--- config.mk ---
export PLATFORM = sky130hd
export DESIGN_NAME = seven_seg_mux
export DESIGN_NICKNAME = d
export VERILOG_FILES = /design/src/rtl/seg_pkg.sv /design/src/rtl/seven_seg_decoder.sv /design/src/rtl/seven_seg_mux.sv
export SDC_FILE = /design/constraint.sdc
export NUM_CORES = 1
export LEC_CHECK = 0
export BUFFER_PORTS_ARGS = -buffer_cell sky130_fd_sc_hd__buf_2
export CAP_MARGIN = 15
export CORE_UTILIZATION = 43
export CTS_CLUSTER_SIZE = 12
export DETAILED_ROUTE_END_ITERATION = 10
export MAX_ROUTING_LAYER = met4
export PLACE_DENSITY_LB_ADDON = 0.05
export SKIP_CTS_REPAIR_TIMING = 1
export SLEW_MARGIN = 20
export SYNTH_ARGS = -nofsm -noshare
export SYNTH_HDL_FRONTEND = slang
export SYNTH_SLANG_ARGS = --single-unit
--- constraint.sdc ---
create_clock -name clk -period 3.05 [get_ports clk]
set_input_delay 0.61 -clock clk [delete_from_list [all_inputs] [get_ports clk]]
set_output_delay 0.61 -clock clk [all_outputs]
set_load 0.02 [all_outputs]
--- src/rtl/seg_pkg.sv ---
// Shared seven-segment definitions: active-low hex glyphs and segment order.
// Glyph bits are {g,f,e,d,c,b,a}; a 0 lights the segment.
package seg_pkg;

    localparam logic [6:0] SEG_OFF = 7'h7F;

    typedef enum logic [2:0] {
        SEG_A = 3'd0,
        SEG_B = 3'd1,
        SEG_C = 3'd2,
        SEG_D = 3'd3,
        SEG_E = 3'd4,
        SEG_F = 3'd5,
        SEG_G = 3'd6
    } seg_idx_e;

    typedef logic [6:0] seg_t;

    localparam seg_t HEX_SEG [16] = '{
        7'h40, 7'h79, 7'h24, 7'h30,
        7'h19, 7'h12, 7'h02, 7'h78,
        7'h00, 7'h10, 7'h08, 7'h03,
        7'h46, 7'h21, 7'h06, 7'h0E
    };

    function automatic seg_t hex_to_seg(input logic [3:0] nib);
        return HEX_SEG[nib];
    endfunction

    function automatic logic seg_lit(input seg_t s, input seg_idx_e i);
        return ~s[i];
    endfunction

endpackage

--- src/rtl/seven_seg_decoder.sv ---
// Combinational 4-bit hex to active-low seven-segment glyph.
// Shared with the single-digit display paths.
module seven_seg_decoder
    import seg_pkg::*;
(
    input  logic [3:0] nibble,
    output logic [6:0] seg
);

    assign seg = hex_to_seg(nibble);

endmodule

--- src/rtl/seven_seg_mux.sv ---
// Time-multiplexed common-anode driver with dead time, blanking and
// frame-aligned double buffering of the displayed values.
module seven_seg_mux
    import seg_pkg::*;
#(
    parameter int NDIGITS     = 2,
    parameter int REFRESH_DIV = 24000,
    parameter int DEAD_CYCLES = 240
) (
    input  logic                   clk,
    input  logic                   reset,
    input  logic [4*NDIGITS-1:0]   digits,
    input  logic [NDIGITS-1:0]     dp_in,
    input  logic [NDIGITS-1:0]     blank,
    input  logic                   load,
    output logic [6:0]             seg,
    output logic                   dp,
    output logic [NDIGITS-1:0]     an,
    output logic                   frame_start
);

    localparam int PW = $clog2(REFRESH_DIV);
    localparam int IW = (NDIGITS > 1) ? $clog2(NDIGITS) : 1;
    localparam logic [PW-1:0] P_LAST = PW'(REFRESH_DIV - 1);
    localparam logic [IW-1:0] I_LAST = IW'(NDIGITS - 1);

    logic [PW-1:0] cnt;
    logic [IW-1:0] idx;

    logic [NDIGITS-1:0][3:0] pend_dig;
    logic [NDIGITS-1:0][3:0] act_dig;
    logic [NDIGITS-1:0][3:0] show_dig;
    logic [NDIGITS-1:0]      pend_dp;
    logic [NDIGITS-1:0]      pend_bl;
    logic [NDIGITS-1:0]      act_dp;
    logic [NDIGITS-1:0]      act_bl;
    logic [NDIGITS-1:0]      show_dp;
    logic [NDIGITS-1:0]      show_bl;
    logic                    pend_valid;

    logic               at_frame;
    logic               take;
    logic               dead_zone;
    logic               live;
    logic [NDIGITS-1:0] an_sel;
    logic [6:0]         dec_seg;

    generate
        if (DEAD_CYCLES == 0) begin : g_no_dead
            assign dead_zone = 1'b0;
        end else begin : g_dead
            assign dead_zone = (cnt < PW'(DEAD_CYCLES));
        end
    endgenerate

    // The slot-0 entry cycle already displays the freshly transferred
    // buffer, so the whole frame comes from one snapshot.
    always_comb begin
        at_frame = (cnt == '0) && (idx == '0);
        take     = at_frame && pend_valid;
        show_dig = take ? pend_dig : act_dig;
        show_dp  = take ? pend_dp : act_dp;
        show_bl  = take ? pend_bl : act_bl;
        an_sel   = '1;
        an_sel[idx] = 1'b0;
        live     = !dead_zone && !show_bl[idx];
    end

    seven_seg_decoder u_dec (
        .nibble (show_dig[idx]),
        .seg    (dec_seg)
    );

    always_ff @(posedge clk) begin
        if (reset) begin
            cnt         <= '0;
            idx         <= '0;
            pend_dig    <= '0;
            pend_dp     <= '0;
            pend_bl     <= '0;
            pend_valid  <= 1'b0;
            act_dig     <= '0;
            act_dp      <= '0;
            act_bl      <= '0;
            seg         <= SEG_OFF;
            dp          <= 1'b1;
            an          <= '1;
            frame_start <= 1'b0;
        end else begin
            if (cnt == P_LAST) begin
                cnt <= '0;
                idx <= (idx == I_LAST) ? '0 : idx + IW'(1);
            end else begin
                cnt <= cnt + PW'(1);
            end

            act_dig <= show_dig;
            act_dp  <= show_dp;
            act_bl  <= show_bl;
            if (take) begin
                pend_valid <= 1'b0;
            end
            // A load on the transfer cycle lands after the snapshot.
            if (load) begin
                pend_dig   <= digits;
                pend_dp    <= dp_in;
                pend_bl    <= blank;
                pend_valid <= 1'b1;
            end

            frame_start <= at_frame;
            an          <= live ? an_sel : '1;
            seg         <= live ? dec_seg : SEG_OFF;
            dp          <= live ? ~show_dp[idx] : 1'b1;
        end
    end

endmodule

==> impl_results.md, run 1 <==
- Run status: completed
- Post-synthesis register bit count: 52
- Hold depth: 1
- Largest net degree at the start of global routing: 31
- Vias per cell: 5.00
- ANT cells: 0
- CP endpoint kind: flop
- Startpoint types: flop
- CP required: 3270 ps
- Crit path cell chain: inv_1, ha_1, or4b_4, or4_4, mux2_4, mux2_4, inv_2, ha_4, and3_4, a21oi_1, o221ai_1
- DRT iter0 DRCs: 49
- R2R cell count: 11
- CTS Buf Count: 5
- Static leakage: 1.09 nW
- Crit path max fanout: 6
- CTS max path bufs: 2
- Routability congestion estimate: 0.850
- Max-slew violation count: 0
- NumNets Final: 297
- Die Area: 5580 um^2
- Final worst slack: 85.8 ps
- Worst skew pair latency: 300 ps
- WS Path Type: reg2reg
- Total track usage: 0.176
- Die Y: 74.7 um
- Core area: 5110 um^2
- Distinct cells, synth: 45
- Synth Area per Inst: 9.43 um^2
- PortBufs: 25
- Synth Cell Area: 2270 um^2
- Synth warn: 0
- Layout cell share with drive strength beyond 1: 0.229
- DRC: 0
- DR pass1 iterations: 4
- Post-Synthesis Cells: 241
- Worst-path clk slew: 100 ps
- Slew margin rel.: 0.633
- Fin Setup TNS: 0 ps
- RSZ-0062 raised after global routing: true
- Antenna-violating nets left: 0
- Post-DP HPWL: 3130 um
- CTS Sinks: 52
- Post-synth EDFFs: 0
- Post-synthesis sequential area ratio: 0.458
- Setup-failing EPs final: 0
- Asr flop ratio synth: 0
- Io pins: 26
- # fillers: 523
- Most frequent cell on the critical path: mux2_4
- Vias in the first global route: 1552
- Worst path arrival time: 3180 ps
- Setup Skew: 7.97 ps
- Initial antenna violation count: 0
- Synth Flop Type: dfxtp_1
- Worst VDD drop: 0.000282 V
- Layout overhead on the synthesized area: 16.4%
- Chip Width: 74.7 um
- Placement Rows: 26
- H-tree level count: 2
- CP max stage delay: 600 ps
- Final Hold Vio Count: 0
- Period utilization: 0.972
- Initial Utilization: 0.445
- Pre-CTS setup slack: 45.3 ps
- Fmax: 337 MHz
- Fin crit period: 2960 ps
- CTS tree: yes
- Worst Max-Slew Pin Slew: 551 ps
- WL/cell: 12.6 um
- Hold/Removal Path Class: reg2reg
- Layout Utilization: 0.518
- Max cap viols: 0
- Vias after detailed routing: 1726
- Pwr Density: 470 nW/um^2
- Total grt overflow: 0
- First-pass GRT wire length: 7310 um
- Post-Syn Nets: 264
- Final wirelength: 4360 um
- Clk root buf: clkbuf_8
- Slowest stage cell on the critical path: or4_4
## layout make-up
cell class / instances / area (um^2) / area share
Clock buffer: 6 / 82.6 / 0.0312
Timing Repair Buffer: 36 / 208 / 0.0785
Tap cell: 70 / 87.6 / 0.0331
Sequential cell: 52 / 1050 / 0.395
Inverter: 8 / 30.0 / 0.0113
Multi-Input combinational cell: 171 / 1180 / 0.445
Clock inverter: 2 / 15.0 / 0.00567
## worst max-delay path, delay by kind of cell (launching register included)
kind,cells,cell delay [ps]
compound gates,2,220
fa+ha+maj,2,280
mux,2,630
simple gates,3,1230
flops,1,370
buf+inv,2,160
## kinds of logic after synthesis
group | synth area share
simple gates | 0.217
flops | 0.458
compound gates | 0.0820
mux | 0.107
buf+inv | 0.0385
xor+xnor | 0.0539
fa+ha+maj | 0.0440
## stage by stage
step	total power, mW	instance area [um^2]	instances	hold slack (ps)
detailed placement	0.845	2500	335	445
CTS	1.26	2600	343	459
finish	1.24	2650	345	440
global placement	0.844	2500	335	440
floorplan	0.813	2280	241	427
global route	1.31	2650	345	459
## cells in the final DEF (no fill, tap or decap), types with 3 or more instances in the layout
cell      count
nand2b_1      3
mux2i_1      18
dfxtp_1      50
xor2_1        9
buf_2        25
ha_1          6
o221ai_1      3
nand2_1      23
xnor2_1       5
nand3_1      10
nor2_1       41
clkbuf_8      6
a21oi_1      11
nand4_1       4
buf_4        11
inv_1         7
## layer usage
layer	vias up	GRT usage	part of all wire
met4	0	0.0503	0.011
met2	28	0.251	0.42
met3	7	0.0361	0.028
met5	-	-	0
li1	888	-	-
met1	803	0.251	0.54
## sequential cells by signal, indices dropped and copies added, names as in the netlist
| name | cells |
|---|---|
| frame_start | 1 |
| seg | 7 |
| pend_dig | 8 |
| an | 2 |
| idx | 1 |
| pend_dp | 2 |
| pend_valid | 1 |
| act_dp | 2 |
| dp | 1 |
| act_bl | 2 |
| pend_bl | 2 |
| cnt | 15 |
| act_dig | 8 |
## path summary, 6_finish.rpt
check / start / end / slack, ps
setup / recovery: cnt[0] / seg[5] / 90
setup reg to reg: cnt[0] / seg[5] / 90
hold reg to reg: cnt[0] / cnt[0] / 440
hold / removal: cnt[0] / cnt[0] / 440
## synthesized netlist by cell type (all sizes together), types with 3 or more instances
cell type	instances	area share
nand2	24	0.041
clkbuf	4	0.0066
mux2i	20	0.094
a21oi	11	0.024
o221ai	4	0.018
nand3	10	0.022
xnor2	5	0.019
ha	8	0.044
inv	8	0.013
nor2	41	0.068
buf	6	0.019
dfxtp	52	0.46
xor2	9	0.035
nand4	4	0.011
nand2b	3	0.0083
and3	3	0.0083
or4	4	0.017
## power breakdown
group | total (mW) | switching, mW | leakage [nW] | internal (mW)
Combinational | 0.124 | 0.0699 | 0.624 | 0.0546
Clock | 0.411 | 0.227 | 0.0434 | 0.184
Sequential | 0.709 | 0.0115 | 0.424 | 0.698
No activity file was read; power rests on OpenSTA's default activity.
==> run 2: changes to the inputs <==
Settings changed: CAP_MARGIN 15 to 40.
Clock period 3.05 ns to 2.6 ns, I/O delays scaled along.
==> run 2 against run 1 <==
Compared with the run above: the run now ends with setup timing left; critical path type unchanged; critical endpoint unchanged; sequential power increased by 17%; highest routed layer unchanged; cell area increased by 8.3%; die area unchanged; setup slack got worse by 310 ps; combinational power increased by 43%; wire length increased by 5.4%; worst hold slack improved by 12 ps; via count increased by 3.1%.
==> impl_results.md, run 2 (same netlist as run 1, synthesis figures left out) <==
- Fmax: 354 MHz
- Total grt overflow: 0
- Pwr Density: 503 nW/um^2
- Max FFs per register: 15
- Fin Setup TNS: -1130 ps
- Cell area after layout: 2870 um^2
- # fillers: 492
- CTS tree: yes
- Vias per cell: 4.81
- RSZ-0062 raised after global routing: true
- Commonest cells after routing, fill and taps aside: dfxtp_1, nor2_1, buf_4
- Run status: finished with violations
- Max cap viols: 0
- Slew margin rel.: 0.628
- PortBufs: 25
- Worst VDD drop: 0.000281 V
- ANT cells: 0
- Final worst slack: -224 ps
- Clk root buf: clkbuf_8
- Final Hold Vio Count: 0
- Most common cell after layout, fill and taps aside: dfxtp_1
- Placement Rows: 26
- CP endpoint kind: flop
- Worst path arrival time: 3050 ps
- CTS Sinks: 52
- Initial Utilization: 0.445
- Largest net degree at the start of global routing: 31
- Layout cell share with drive strength beyond 1: 0.307
- CTS max path bufs: 2
- Hold/Removal Path Class: in2reg
- Routability congestion estimate: 0.778
- NumNets Final: 323
- Max-slew violation count: 0
- Setup-failing EPs final: 7
- Pre-CTS setup slack: -235 ps
- Fin crit period: 2820 ps
- Total track usage: 0.192
- Largest regs: cnt x15, act_dig x8, pend_dig x8
- Worst Max-Slew Pin Slew: 558 ps
- Static leakage: 1.22 nW
- Die Y: 74.7 um
- DRT iter0 DRCs: 85
- H-tree level count: 2
- Worst-path clk slew: 90 ps
- Layout overhead on the synthesized area: 26.1%
- Core area: 5110 um^2
- DR pass1 iterations: 4
- Final wirelength: 4600 um
- WL/cell: 12.4 um
- Crit path max fanout: 4
- Setup Skew: 4.96 ps
- Vias after detailed routing: 1779
- Register bank with the most flops: cnt
- Io pins: 26
- Worst skew pair latency: 300 ps
- First-pass GRT wire length: 7690 um
- Initial antenna violation count: 0
- CP required: 2820 ps
- Vias in the first global route: 1663
- Antenna-violating nets left: 0
- Failing checks: setup timing
- Period utilization: 1.09
- CTS Buf Count: 5
- Post-DP Area: 2770 um^2
- DRC: 0
- Startpoint types: flop
- Chip Width: 74.7 um
- Post-DP HPWL: 3390 um
- WS Path Type: reg2reg
- Die Area: 5580 um^2
## run 2: final cells by class
cell class                 count  area [um^2]  share of cell area
multi-input combinational    171         1220               0.426
clock buffer                   6         72.6              0.0253
clock inverter                 1         5.00             0.00175
timing repair buffer          62          403               0.141
sequential                    52         1040               0.364
tap                           70         87.6              0.0306
inverter                       8         35.0              0.0122
## run 2: worst max-delay path, stage by stage, from the launching register on
cell and delay [ps]:
dfxtp_2 330, inv_1 50, ha_1 120, or4b_4 450
or4_4 570, mux2_4 320, mux2_4 320, inv_6 90
ha_4 140, and3_4 170, a21oi_1 40, o221ai_1 150
## run 2: final timing paths
check | from | slack [ps] | depth (start not counted) | endpoint
max | cnt[0] | -220 | 11 | seg[5]
min | digits[1] | 450 | 3 | pend_dig[1]
max reg2reg | cnt[0] | -220 | 11 | seg[5]
min reg2reg | act_dig[6] | 460 | 2 | act_dig[6]
## run 2: metal layers
layer,GRT usage,vias to the layer above,part of all wire
met5,-,-,0
met4,0.0629,0,0.012
met3,0.0442,4,0.029
li1,-,942,-
met1,0.257,808,0.51
met2,0.285,25,0.45
## run 2: through the flow
step / instances / hold slack (ps) / utilization / power (mW)
after floorplan: 241 / 415 / - / 0.961
after global placement: 363 / 439 / 0.543 / 1.02
after detailed placement: 363 / 447 / 0.543 / 1.02
after CTS: 370 / 448 / 0.558 / 1.46
after global routing: 370 / 445 / 0.561 / 1.52
final: 370 / 452 / 0.561 / 1.44
## run 2: where the power goes
group	switching, mW	leakage (nW)	internal [mW]
logic	0.0916	0.757	0.0859
registers	0.0106	0.423	0.818
clock network	0.251	0.0410	0.184
total	0.353	1.22	1.09
==> run 3: changes to the inputs <==
Settings changed: CORE_UTILIZATION 43 to 45.
==> run 3 against run 2 <==
Compared with the run above: the run still ends with setup timing left; critical path type unchanged; die area decreased by 4.3%; combinational power increased by 5%; cell count decreased by 0.54%; maximum frequency decreased by 1.4%; sequential power about the same; critical path depth increased by 1; global-route usage increased by 0.85 points; critical endpoint is now seg[0].
==> impl_results.md, run 3 (same netlist as run 1, synthesis figures left out) <==
- Largest regs: cnt x15, act_dig x8, pend_dig x8
- CP max stage delay: 570 ps
- NumNets Final: 323
- Post-Layout Cell Count: 368
- Worst skew pair latency: 310 ps
- Max FFs per register: 15
- Final wirelength: 4680 um
- # fillers: 448
- Chip Width: 73.1 um
- Routed wire length on met2: 2120 um
- Period utilization: 1.10
- Fmax: 349 MHz
- Worst VDD drop: 0.000420 V
- Total track usage: 0.200
- Antenna-violating nets left: 0
- Highest metal used: met4
- Crit path cell chain: inv_2, ha_4, or4b_4, or4_4, mux2_4, mux2_4, inv_6, buf_12, ha_4, a211o_1, o21ai_2, a32oi_1
- Vias after detailed routing: 1814
- Post-DP HPWL: 3360 um
- Register bank with the most flops: cnt
- Worst path arrival time: 3100 ps
- R2R Setup Slk: -260 ps
- Vias per cell: 4.93
- Worst-path clk slew: 90 ps
- Crit path max fanout: 4
- Initial Utilization: 0.475
- Initial antenna violation count: 0
- CTS Sinks: 52
- Slowest stage cell on the critical path: or4_4
- Met1 wire length: 2360 um
- H-tree level count: 2
- Beginning of the worst hold path: dp_in[1]
- DR pass1 iterations: 4
- CP endpoint kind: flop
- Die Area: 5340 um^2
- R2R cell count: 12
- Placement Rows: 25
- Crit. Startpoint: cnt[0]
- DRT iter0 DRCs: 77
- Slew margin rel.: 0.604
- Layout cell share with drive strength beyond 1: 0.336
- Io pins: 26
- Total grt overflow: 0
- Hold/Removal Path Class: in2reg
- Post-placement cell count: 357
- WHS Endpoint: pend_dp[1]
- CP required: 2840 ps
- Routability congestion estimate: 0.779
- DRC: 0
- Static leakage: 1.25 nW
- Vias in the first global route: 1734
- Layout Utilization: 0.620
- Failing checks: setup timing
- CTS Buf Count: 5
- Clk root buf: clkbuf_8
- Startpoint types: flop
- Pwr Density: 540 nW/um^2
- Core area: 4790 um^2
- CTS tree: yes
- Most common cell after layout, fill and taps aside: dfxtp_1
- Fin crit period: 2860 ps
- Pre-CTS setup slack: -222 ps
- Total power: 1.60 mW
- Commonest cells after routing, fill and taps aside: dfxtp_1, nor2_1, buf_4
- First-pass GRT wire length: 7860 um
- WL met3: 130 um
- Die Y: 73.1 um
- Final worst slack: -264 ps
- WL/cell: 12.7 um
- Reg2reg end: seg[0]
- Layout overhead on the synthesized area: 30.4%
- Run status: finished with violations
- Hold depth: 3
- Max-slew violation count: 0
- FF-to-FF Start: cnt[0]
- Final Hold Vio Count: 0
- RSZ-0062 raised after global routing: true
- Max cap viols: 0
- ANT cells: 0
- Setup-failing EPs final: 7
- WS Path Type: reg2reg
- Worst Max-Slew Pin Slew: 594 ps
- Largest net degree at the start of global routing: 31
- PortBufs: 25
- Setup Skew: 3.74 ps
- CTS max path bufs: 2
- Hold_ws: 440 ps
[run 3: how the worst max path moves through the flow]
stage	to	slack [ps]
3_5_place_dp	seg[3]	-220
5_1_grt	seg[5]	-370
4_1_cts	seg[4]	-240
6_report	seg[0]	-260
2_1_floorplan	seg[3]	-290
3_3_place_gp	seg[3]	-200
[run 3: report_power, final]
part           switching (mW)  internal, mW
Combinational          0.0957        0.0902
Sequential             0.0117         0.819
Clock                   0.269         0.315
[run 3: worst max-delay path: cells and delay by family (launching register included)]
| family | cells | cell delay (ps) |
|---|---|---|
| AOI/OAI and AO/OA | 3 | 310 |
| DFF | 1 | 330 |
| and+or+nand+nor | 2 | 1020 |
| buffers and inverters | 3 | 250 |
| muxes | 2 | 640 |
| adders and majority gates | 2 | 240 |
[run 3: area by class of cell]
class,count,area [um^2],share of cell area
multi-input cells,171,1270,0.427
inverters,8,35.0,0.0118
flip-flops and latches,52,1040,0.352
clock buffers,6,82.6,0.0278
well taps,67,83.8,0.0283
repair buffers,62,415,0.140
clock inverters,2,38.8,0.0131
[run 3: routing by layer]
metal,vias up,GRT usage
met1,843,0.258
met2,25,0.307
met3,6,0.0497
met5,-,-
li1,940,-
met4,0,0.0654
[run 3: through the flow]
stage          setup TNS (ps)  cell area (um^2)
2_1_floorplan           -1570              2340
3_3_place_gp            -1010              2750
3_5_place_dp            -1170              2750
4_1_cts                 -1340              2870
5_1_grt                 -2150              2970
6_report                -1410              2970
